File: config.mk
export PLATFORM = sky130hd
export DESIGN_NAME = sram_req_resp_ctrl_flat
export DESIGN_NICKNAME = d
export VERILOG_FILES = /design/src/rtl/sram_ctrl_pkg.sv /design/src/rtl/sram_req_resp_ctrl_if.sv /design/src/rtl/sram_resp_fifo.sv /design/src/rtl/sram_req_resp_ctrl.sv /design/src/flat_wrapper.sv
export SDC_FILE = /design/constraint.sdc
export NUM_CORES = 1
export LEC_CHECK = 0
export ABC_CLOCK_PERIOD_IN_PS = 2640
export CELL_PAD_IN_SITES_DETAIL_PLACEMENT = 2
export CELL_PAD_IN_SITES_GLOBAL_PLACEMENT = 2
export CORE_ASPECT_RATIO = 0.8
export CORE_UTILIZATION = 35
export CTS_CLUSTER_DIAMETER = 50
export CTS_CLUSTER_SIZE = 28
export DETAILED_ROUTE_END_ITERATION = 16
export PLACE_DENSITY_LB_ADDON = 0.05
export RECOVER_POWER = 50
export SYNTH_ARGS = -nofsm -noshare
export SYNTH_HDL_FRONTEND = slang
export SYNTH_HIERARCHICAL = 1
export SYNTH_SLANG_ARGS = --single-unit
File: constraint.sdc
create_clock -name clk -period 2.64 [get_ports clk]
set_clock_uncertainty 0.15 [all_clocks]
set_input_delay 0.528 -clock clk [delete_from_list [all_inputs] [get_ports clk]]
set_output_delay 0.528 -clock clk [all_outputs]
set_load 0.03 [all_outputs]
File: src/rtl/sram_ctrl_pkg.sv
// Shared widths and request record for the SRAM front ends.
package sram_ctrl_pkg;

   localparam int unsigned SRAM_ADDR_W = 14;
   localparam int unsigned SRAM_DATA_W = 32;
   localparam int unsigned SRAM_BE_W   = SRAM_DATA_W / 8;

   typedef struct packed {
      logic                   rnw;
      logic [SRAM_ADDR_W-1:0] address;
      logic [SRAM_BE_W-1:0]   be;
      logic [SRAM_DATA_W-1:0] wdata;
   } sram_req_t;

   // Bits needed to hold a count from 0 to depth inclusive.
   function automatic int unsigned cnt_width(input int unsigned depth);
      return $clog2(depth + 1);
   endfunction

endpackage

File: src/rtl/sram_req_resp_ctrl_if.sv
// Request and response handshake bundle between a requester and the SRAM front end.
interface sram_req_resp_ctrl_if #(
   parameter int unsigned address_width = 14,
   parameter int unsigned data_width    = 32
);
   localparam int unsigned BE_W = data_width / 8;

   logic                     req_valid;
   logic                     req_ack;
   logic                     req_read_not_write;
   logic [address_width-1:0] req_address;
   logic [BE_W-1:0]          req_byte_enable;
   logic [data_width-1:0]    req_write_data;
   logic                     resp_valid;
   logic                     resp_ready;
   logic [data_width-1:0]    resp_data;

   modport master (
      output req_valid, req_read_not_write, req_address, req_byte_enable,
             req_write_data, resp_ready,
      input  req_ack, resp_valid, resp_data
   );

   modport slave (
      input  req_valid, req_read_not_write, req_address, req_byte_enable,
             req_write_data, resp_ready,
      output req_ack, resp_valid, resp_data
   );
endinterface

File: src/rtl/sram_resp_fifo.sv
// Synchronous response FIFO with pointer wrap at an arbitrary depth; caller never pushes when full.
module sram_resp_fifo
   import sram_ctrl_pkg::*;
#(
   parameter  int unsigned depth = 4,
   parameter  int unsigned width = 32,
   localparam int unsigned CNT_W = cnt_width(depth)
) (
   input  logic             clk,
   input  logic             reset_n,
   input  logic             push_i,
   input  logic [width-1:0] push_data_i,
   input  logic             pop_i,
   output logic [CNT_W-1:0] count_o,
   output logic [width-1:0] head_o
);
   localparam int unsigned PTR_W = (depth > 1) ? $clog2(depth) : 1;

   logic [width-1:0] mem_q [depth];
   logic [PTR_W-1:0] wr_ptr_q, wr_ptr_d;
   logic [PTR_W-1:0] rd_ptr_q, rd_ptr_d;
   logic [CNT_W-1:0] count_q, count_d;

   function automatic logic [PTR_W-1:0] ptr_inc(input logic [PTR_W-1:0] p);
      return (p == PTR_W'(depth - 1)) ? '0 : p + PTR_W'(1);
   endfunction

   always_comb begin
      wr_ptr_d = wr_ptr_q;
      rd_ptr_d = rd_ptr_q;
      count_d  = count_q;
      if (push_i) wr_ptr_d = ptr_inc(wr_ptr_q);
      if (pop_i)  rd_ptr_d = ptr_inc(rd_ptr_q);
      // Simultaneous push and pop leaves the count unchanged.
      case ({push_i, pop_i})
         2'b10:   count_d = count_q + CNT_W'(1);
         2'b01:   count_d = count_q - CNT_W'(1);
         default: count_d = count_q;
      endcase
   end

   always_ff @(posedge clk) begin
      if (!reset_n) begin
         wr_ptr_q <= '0;
         rd_ptr_q <= '0;
         count_q  <= '0;
      end else begin
         wr_ptr_q <= wr_ptr_d;
         rd_ptr_q <= rd_ptr_d;
         count_q  <= count_d;
      end
   end

   always_ff @(posedge clk) begin
      if (push_i) mem_q[wr_ptr_q] <= push_data_i;
   end

   assign count_o = count_q;
   assign head_o  = mem_q[rd_ptr_q];

endmodule

File: src/rtl/sram_req_resp_ctrl.sv
// Request/response front end for the single-port byte-write SRAM: registered strobes,
// one-cycle-late read capture and a credit-protected in-order response FIFO.
module sram_req_resp_ctrl
   import sram_ctrl_pkg::*;
#(
   parameter int unsigned resp_fifo_depth = 4,
   parameter int unsigned address_width   = SRAM_ADDR_W,
   parameter int unsigned data_width      = SRAM_DATA_W
) (
   input  logic                      clk,
   input  logic                      reset_n,
   sram_req_resp_ctrl_if.slave       bus,
   output logic                      sram_select,
   output logic                      sram_read_not_write,
   output logic [address_width-1:0]  sram_address,
   output logic [data_width/8-1:0]   sram_write_enable,
   output logic [data_width-1:0]     sram_write_data,
   input  logic [data_width-1:0]     sram_data_out
);
   localparam int unsigned CNT_W = cnt_width(resp_fifo_depth);

   sram_req_t        r_q, r_d;
   logic             r_valid_q, r_valid_d;
   logic             s_read_valid_q, s_read_valid_d;
   logic [CNT_W-1:0] fifo_count;
   logic [CNT_W:0]   inflight_c;
   logic             accept_c;
   logic             pop_c;

   // Reads occupy a credit from acceptance until their response is popped.
   assign inflight_c = (CNT_W+1)'(r_valid_q && r_q.rnw)
                     + (CNT_W+1)'(s_read_valid_q)
                     + (CNT_W+1)'(fifo_count);

   assign bus.req_ack = !bus.req_read_not_write
                      || (inflight_c < (CNT_W+1)'(resp_fifo_depth));
   assign accept_c    = bus.req_valid && bus.req_ack;

   // Stage R holds the byte enables pre-masked so the write strobe is a plain flop.
   always_comb begin
      r_d            = r_q;
      r_d.be         = '0;
      r_valid_d      = accept_c;
      s_read_valid_d = r_valid_q && r_q.rnw;
      if (accept_c) begin
         r_d.rnw     = bus.req_read_not_write;
         r_d.address = bus.req_address;
         r_d.be      = bus.req_read_not_write ? '0 : bus.req_byte_enable;
         r_d.wdata   = bus.req_write_data;
      end
   end

   always_ff @(posedge clk) begin
      if (!reset_n) begin
         r_q            <= '0;
         r_valid_q      <= 1'b0;
         s_read_valid_q <= 1'b0;
      end else begin
         r_q            <= r_d;
         r_valid_q      <= r_valid_d;
         s_read_valid_q <= s_read_valid_d;
      end
   end

   assign sram_select         = r_valid_q;
   assign sram_read_not_write = r_q.rnw;
   assign sram_address        = r_q.address;
   assign sram_write_enable   = r_q.be;
   assign sram_write_data     = r_q.wdata;

   assign bus.resp_valid = (fifo_count != '0);
   assign pop_c          = bus.resp_valid && bus.resp_ready;

   sram_resp_fifo #(
      .depth (resp_fifo_depth),
      .width (data_width)
   ) u_fifo (
      .clk         (clk),
      .reset_n     (reset_n),
      .push_i      (s_read_valid_q),
      .push_data_i (sram_data_out),
      .pop_i       (pop_c),
      .count_o     (fifo_count),
      .head_o      (bus.resp_data)
   );

endmodule
File: src/flat_wrapper.sv
// flat-port wrapper written by rule: the top's interface ports become plain ports
module sram_req_resp_ctrl_flat import sram_ctrl_pkg::*;
#(
   parameter int unsigned resp_fifo_depth = 4,
   parameter int unsigned address_width   = SRAM_ADDR_W,
   parameter int unsigned data_width      = SRAM_DATA_W
)
  (clk, reset_n, sram_select, sram_read_not_write, sram_address, sram_write_enable, sram_write_data, sram_data_out, bus_req_valid, bus_req_read_not_write, bus_req_address, bus_req_byte_enable, bus_req_write_data, bus_resp_ready, bus_req_ack, bus_resp_valid, bus_resp_data);
  sram_req_resp_ctrl_if #(.address_width(address_width), .data_width(data_width)) bus_i ();
  input  logic clk;
  input  logic reset_n;
  output logic sram_select;
  output logic sram_read_not_write;
  output logic [address_width-1:0] sram_address;
  output logic [data_width/8-1:0] sram_write_enable;
  output logic [data_width-1:0] sram_write_data;
  input  logic [data_width-1:0] sram_data_out;
  input wire logic [$bits(bus_i.req_valid)-1:0] bus_req_valid;
  input wire logic [$bits(bus_i.req_read_not_write)-1:0] bus_req_read_not_write;
  input wire logic [$bits(bus_i.req_address)-1:0] bus_req_address;
  input wire logic [$bits(bus_i.req_byte_enable)-1:0] bus_req_byte_enable;
  input wire logic [$bits(bus_i.req_write_data)-1:0] bus_req_write_data;
  input wire logic [$bits(bus_i.resp_ready)-1:0] bus_resp_ready;
  output wire logic [$bits(bus_i.req_ack)-1:0] bus_req_ack;
  output wire logic [$bits(bus_i.resp_valid)-1:0] bus_resp_valid;
  output wire logic [$bits(bus_i.resp_data)-1:0] bus_resp_data;
  assign bus_i.req_valid = bus_req_valid;
  assign bus_i.req_read_not_write = bus_req_read_not_write;
  assign bus_i.req_address = bus_req_address;
  assign bus_i.req_byte_enable = bus_req_byte_enable;
  assign bus_i.req_write_data = bus_req_write_data;
  assign bus_i.resp_ready = bus_resp_ready;
  assign bus_req_ack = bus_i.req_ack;
  assign bus_resp_valid = bus_i.resp_valid;
  assign bus_resp_data = bus_i.resp_data;
  sram_req_resp_ctrl #(.resp_fifo_depth(resp_fifo_depth), .address_width(address_width), .data_width(data_width)) u_core (.clk(clk), .reset_n(reset_n), .bus(bus_i), .sram_select(sram_select), .sram_read_not_write(sram_read_not_write), .sram_address(sram_address), .sram_write_enable(sram_write_enable), .sram_write_data(sram_write_data), .sram_data_out(sram_data_out));
endmodule
==> results of run 1 <==
[registers in the layout (all words and copies together) (netlist names), named ones only]
register / cells
u_core/sram_select: 1
u_core/sram_write_data: 32
u_core/sram_read_not_write: 1
u_core/sram_address: 14
u_core/s_read_valid_q: 1
u_core/u_fifo/mem_q: 128
u_core/u_fifo/rd_ptr_q: 2
u_core/sram_write_enable: 4
u_core/u_fifo/wr_ptr_q: 2
u_core/u_fifo/count_o: 3
[cells by family (layout without fill, tap and decap cells)]
family                   after synthesis  after routing  share of synthesized area
AO/OA/AOI/OAI                         11             11                    0.00968
XOR/XNOR                               2              2                    0.00242
adder cells (fa/ha/maj)                8              8                     0.0149
buffers and inverters                 26            222                     0.0317
flip-flops                           190            190                      0.703
multiplexers                          81             81                      0.168
other                                  0              1                          0
AND/OR/NAND/NOR                      119            119                     0.0700
[power by group through the flow]
stage / Combinational [mW] / Sequential [mW] / Clock, mW
floorplan: 0.218 / 3.41 / 0
global placement: 0.606 / 3.32 / 0
detailed placement: 0.626 / 3.33 / 0
CTS: 0.621 / 3.26 / 2.63
global route: 0.643 / 3.26 / 2.72
finish: 0.602 / 3.26 / 2.54
[layer usage]
metal	up-vias	track usage	part of all wire
li1	1979	-	-
met1	2139	0.196	0.42
met2	105	0.300	0.51
met3	17	0.0505	0.056
met4	0	0.0539	0.011
met5	-	0	0
[how the worst min path moves through the flow]
stage / to / cells past startpoint / slack [ns] / from
2_1_floorplan: u_core/u_fifo/count_o[2] / 2 / 0.35 / u_core/u_fifo/count_o[2]
3_3_place_gp: u_core/sram_write_data[25] / 2 / 0.29 / u_core/sram_write_data[25]
3_5_place_dp: u_core/sram_address[5] / 2 / 0.30 / u_core/sram_address[5]
4_1_cts: u_core/sram_write_data[28] / 2 / 0.31 / u_core/sram_write_data[28]
5_1_grt: u_core/sram_address[5] / 2 / 0.33 / u_core/sram_address[5]
6_report: u_core/sram_write_data[28] / 2 / 0.31 / u_core/sram_write_data[28]
[metrics by stage]
step                      TNS (ns)  cells  area [um2]  utilization
final                            0    898        9820        0.490
after global routing      -0.00927    897        9820        0.490
after CTS                        0    896        9820        0.490
after detailed placement         0    864        9240        0.461
after global placement           0    864        9240        0.461
after floorplan                  0    437        7230            -
[critical path, stage by stage (launching register included)]
cell and delay, ns:
dfxtp_4 0.41, buf_12 0.17, mux4_2 0.51, dlygate4sd2_1 0.37
[layout make-up]
type / count / share of cell area
tap: 264 / 0.0336
timing repair buffer: 187 / 0.190
inverter: 3 / 0.00115
antenna: 1 / 0.000255
multi-input combinational: 221 / 0.196
sequential: 190 / 0.518
clock inverter: 15 / 0.0169
clock buffer: 17 / 0.0433
[placed cells by master (no fill, tap or decap), types with 2 or more instances in the layout]
cell type / synthesis / layout
a21o_1: 2 / 2
a21oi_1: 2 / 2
and2_0: 0 / 4
and2_1: 11 / 4
and2_2: 0 / 3
buf_12: 6 / 5
buf_4: 0 / 7
clkbuf_16: 0 / 18
clkbuf_2: 0 / 9
clkdlybuf4s15_1: 0 / 8
clkdlybuf4s15_2: 0 / 11
clkdlybuf4s50_1: 0 / 106
clkinv_8: 0 / 4
dfxtp_1: 62 / 60
dlygate4sd2_1: 0 / 6
dlygate4sd3_1: 0 / 32
edfxtp_1: 128 / 128
ha_1: 7 / 7
inv_1: 3 / 3
inv_6: 0 / 5
inv_8: 0 / 4
mux2i_1: 49 / 49
mux4_1: 2 / 2
mux4_2: 30 / 30
nand2_1: 94 / 94
nand3_1: 2 / 2
nor2b_1: 5 / 5
nor3b_1: 2 / 2
o21ai_0: 2 / 2
or3_1: 2 / 2
xnor2_1: 2 / 2
[timing repair]
action	4_1_cts	5_1_grt
endpoints found under the hold margin	0	0
gates cloned	0	1
setup endpoints to repair	32	16
gates resized for setup	62	17
==> metrics.txt, run 1 <==
Mean Syn Cell Area=16.6 um2; drt pass-1 iters=4; ys flop type=edfxtp_1; Syn Nets=532; Netlist cell types=30; layout cells sized above 1=0.160; DR vias/cell=4.72; nature of the critical path startpoint=flip-flop; top-count cell post-synth=edfxtp_1; Final Hold Viols=0; CTS tree=done; postcts setup bufs=0; Die Ht=131 um; Setup crit end=bus_resp_data[19]; WP data required=1.96 ns; Rows=46; DIE AREA=21300 um2; Hold Crit Class=flip-flop to flip-flop; area of the multi-input gates=1930 um2; worst vdd ir=0.331 mV; R2R cell count=7; Critical Path AT=1.90 ns; Min Hold Slack=0.309 ns; Tcrit/Tclk final=0.976; worst skew pair latency=0.43 ns; fin crit period=2.58 ns; register area=5090 um2; Synth Cell Area=7230 um2; Setup WS post-layout=0.0642 ns; H-tree depth=4; P_int=4.80 mW; Pwr Density=652 nW/um2; YS warnings=6; Switching Fraction=0.251; area grow syn2layout=35.7%; initial core utilization=0.361; Worst Tran Pin Value=1.02 ns; Max Cap Violations=0; dpl ws=0.0542 ns; total power=6.40 mW; antenna violations before repair=1; RSZ-0062 raised after global routing=yes; Clock Tree Root=clkbuf_16; Logic pwr share=0.094; r2r setup slk=0.17 ns; LEAKAGE=3.51 nW; worst r2r src=u_core/u_fifo/count_o[1]; Core ar.=20000 um2; synth cell count leaders=128 x edfxtp_1, 94 x nand2_1, 62 x dfxtp_1, 49 x mux2i_1, 30 x mux4_2; share of the synthesized area in the top cell type=0.531; clock power share=0.397; post-synthesis sequential area ratio=0.703; R2R Path End=u_core/u_fifo/count_o[2]; largest net degree at the start of global routing=47; Slew HR=0.318; port bufs=172; Global Route Usage Sum=0.169; Pins Over Slew Limit=0; io pins=173; Post-synth EDFFs=128; routed len/inst=19.3 um; Filler cells=1890; die width=163 um; worst-case clock buffer depth=2; vias=4240; CP max FO=12; final number of setup-violating endpoints=0; Mapped Cells=437; dpl hpwl=11500 um; ranking of synthesized cells by area=edfxtp_1 53%, dfxtp_1 17%, mux4_2 9.3%, mux2i_1 6.8%, nand2_1 4.9%; Synth async-reset ratio=0; Final ANT Viol Nets=0; #FFs+latches synth=190; fin nets=715; clock transition at the registers of the reported paths=0.08 ns; Sink Count=190; vias in the first global route=4719; Reg power frac=0.509; Max Fclk=0.388 GHz; type of the worst setup path=flip-flop to output port; number of clock buffers inserted by TritonCTS=17; CTS Hold Buffers Added=0; critical path endpoint category=output port; first-pass GRT wire length=26200 um; Routability Congestion=0.693; status=finished, final reports clean; drt total wl=17400 um; post-synth top area cell=edfxtp_1; Psw=1.60 mW; GRT overflow=0; DRC viols=0; 1st-iter DRT viols=158
Power figures use the tool's default switching activity.
==> inputs of run 2 (changes only) <==
CORE_ASPECT_RATIO = 0.7   (was 0.8)
==> run 2 against run 1 <==
  * The run now ends with max-capacitance violations, max-slew violations left
  * Combinational power grew 0.7%
  * Flip-flop and latch count is the same
  * Wire length grew 6.4%
  * Utilization is essentially flat
  * Non-clock buffer count is the same
  * Sequential power is essentially flat
  * Global-route usage grew 1.4 points
  * Critical endpoint is now bus_resp_data[1]
==> metrics.txt, run 2 (synthesis gave the netlist of run 1 again) <==
first-pass GRT wire length=28200 um (+7.9%); vias=4280 (+0.94%); vias in the first global route=4881 (+3.4%); final number of setup-violating endpoints=0 (unchanged); drt total wl=18500 um (+6.4%); Hold Crit Class=flip-flop to flip-flop; H-tree depth=4 (unchanged); worst vdd ir=0.407 mV (+23%); DIE AREA=21300 um2 (about the same); Sink Count=190 (unchanged); status=finished with violations; io pins=173 (unchanged); initial core utilization=0.361 (about the same); fin crit period=2.57 ns (-0.00606 ns); Buf/Inv on CP=2 (unchanged); Final Hold Viols=0 (unchanged); failing checks=max-capacitance violations, max-slew violations; CP max stage delay=0.50 ns (about the same); DR vias/cell=4.73 (+0.27%); area grow syn2layout=35.6%; Min Hold Slack=0.313 ns (+0.00367 ns); Clock Tree Root=clkbuf_16; Global Route Usage Sum=0.182 (+0.0135); commonest non-fill, non-tap cell in the layout=edfxtp_1; port bufs=172 (unchanged); CP Cell Sequence=buf_12 > mux4_2 > dlygate4sd2_1; Pwr Density=637 nW/um2 (-2.3%); Area after DPL=9270 um2 (+0.35%); dpl hpwl=12600 um (+9.8%); Max Cap Violations=1 (+1); largest reg by FF count=u_core/u_fifo/mem_q; type of the worst setup path=flip-flop to output port; CTS tree=done; antenna violations before repair=2 (+1); number of clock buffers inserted by TritonCTS=17 (unchanged); 1st-iter DRT viols=260 (+65%); Routability Congestion=0.695 (+0.25%); Worst Tran Pin Value=1.51 ns (+0.483 ns); max reg flops=128 (unchanged); Filler cells=1881 (-0.48%); layout cells sized above 1=0.153 (-0.00632); Die Ht=122 um (-6.4%); Slew HR=-0.00447 (-0.322); Final ANT Viol Nets=0 (unchanged); nature of the critical path startpoint=flip-flop; Rows=43 (-6.5%); DRC viols=0 (unchanged); Max Fclk=0.389 GHz (+0.24%); crit-path leading delay family=buffers and inverters; Critical Path AT=1.89 ns (about the same); LEAKAGE=3.50 nW (-0.37%); critical path endpoint category=output port; GRT overflow=0 (unchanged); r2r setup slk=0.16 ns (about the same); fin nets=715 (unchanged); worst-case clock buffer depth=2 (unchanged); clock transition at the registers of the reported paths=0.06 ns (-0.02 ns); most frequent cells in the layout=128 x edfxtp_1, 106 x clkdlybuf4s50_1, 94 x nand2_1; cell area after layout=9810 um2 (-0.11%); routed len/inst=20.4 um (+5.6%); drt pass-1 iters=4 (unchanged); Core ar.=20000 um2 (about the same); postcts setup bufs=0 (unchanged); CP max FO=11 (-1); largest net degree at the start of global routing=57 (+21%); Pins Over Slew Limit=17 (+17); die width=174 um (+6.8%); RSZ-0062 raised after global routing=no; WP data required=1.96 ns (about the same); worst skew pair latency=0.43 ns (about the same); slowest CP cell=mux4_2; Tcrit/Tclk final=0.973 (-0.00230)
## run 2: changes by cell type in the layout (fill, tap and decap cells not counted), sizes merged, moves of 2 or more
cell	previous run	this run
clkbuf	28	25
inv	12	3
buf	13	27
clkdlybuf4s15	19	10
clkinv	6	9
clkinvlp	0	2
## run 2: worst min-delay path, cell delays in order (launching register included)
cell     delay, ns
dfxtp_1       0.31
nand2_1       0.05
mux2i_1       0.05
## run 2: area by class of cell
cell class / count / area (um2) / area share
antenna: 1 / 2.50 / 0.000255
clock buffer: 20 / 437 / 0.0445
clock inverter: 12 / 97.6 / 0.00995
inverter: 3 / 11.3 / 0.00115
multi-input combinational: 221 / 1920 / 0.196
sequential: 190 / 5090 / 0.519
tap: 270 / 338 / 0.0344
timing repair buffer: 187 / 1910 / 0.195
## run 2: final timing paths
| kind | depth (start not counted) | to | startpoint |
|---|---|---|---|
| max | 3 | bus_resp_data[1] | flip-flop |
| min reg2reg | 2 | u_core/sram_address[5] | u_core/sram_address[5] |
| min | 2 | u_core/sram_address[5] | u_core/sram_address[5] |
| max reg2reg | 2 | u_core/u_fifo/mem_q[2][17] | u_core/s_read_valid_q |
## run 2: what timing repair did
action,in CTS,in global routing
cloned,0,1
resized for setup,43,14
setup endpoints to repair,22,13
hold buffers,0,0
## run 2: stage by stage
step	total power, mW	TNS [ns]	instances	setup slack, ns	util
after global placement	3.92	0	870	0.0443	0.463
after CTS	6.35	0	902	0.00163	0.489
final	6.24	0	904	0.0703	0.490
after global routing	6.48	0	903	0.000537	0.490
after floorplan	3.63	0	437	0.163	-
after detailed placement	3.95	-0.0106	870	-0.0106	0.463
## run 2: power by group
part | internal (mW) | switching (mW) | leakage, nW
Combinational | 0.296 | 0.310 | 1.58
Sequential | 3.23 | 0.0329 | 1.66
Clock | 1.29 | 1.09 | 0.256
Total | 4.81 | 1.43 | 3.50
## run 2: metal layers
layer,vias up,part of all wire,GRT usage
li1,1978,-,-
met1,2173,0.41,0.211
met2,111,0.51,0.315
met3,18,0.074,0.0688
met4,0,0.012,0.0559
met5,-,0,0
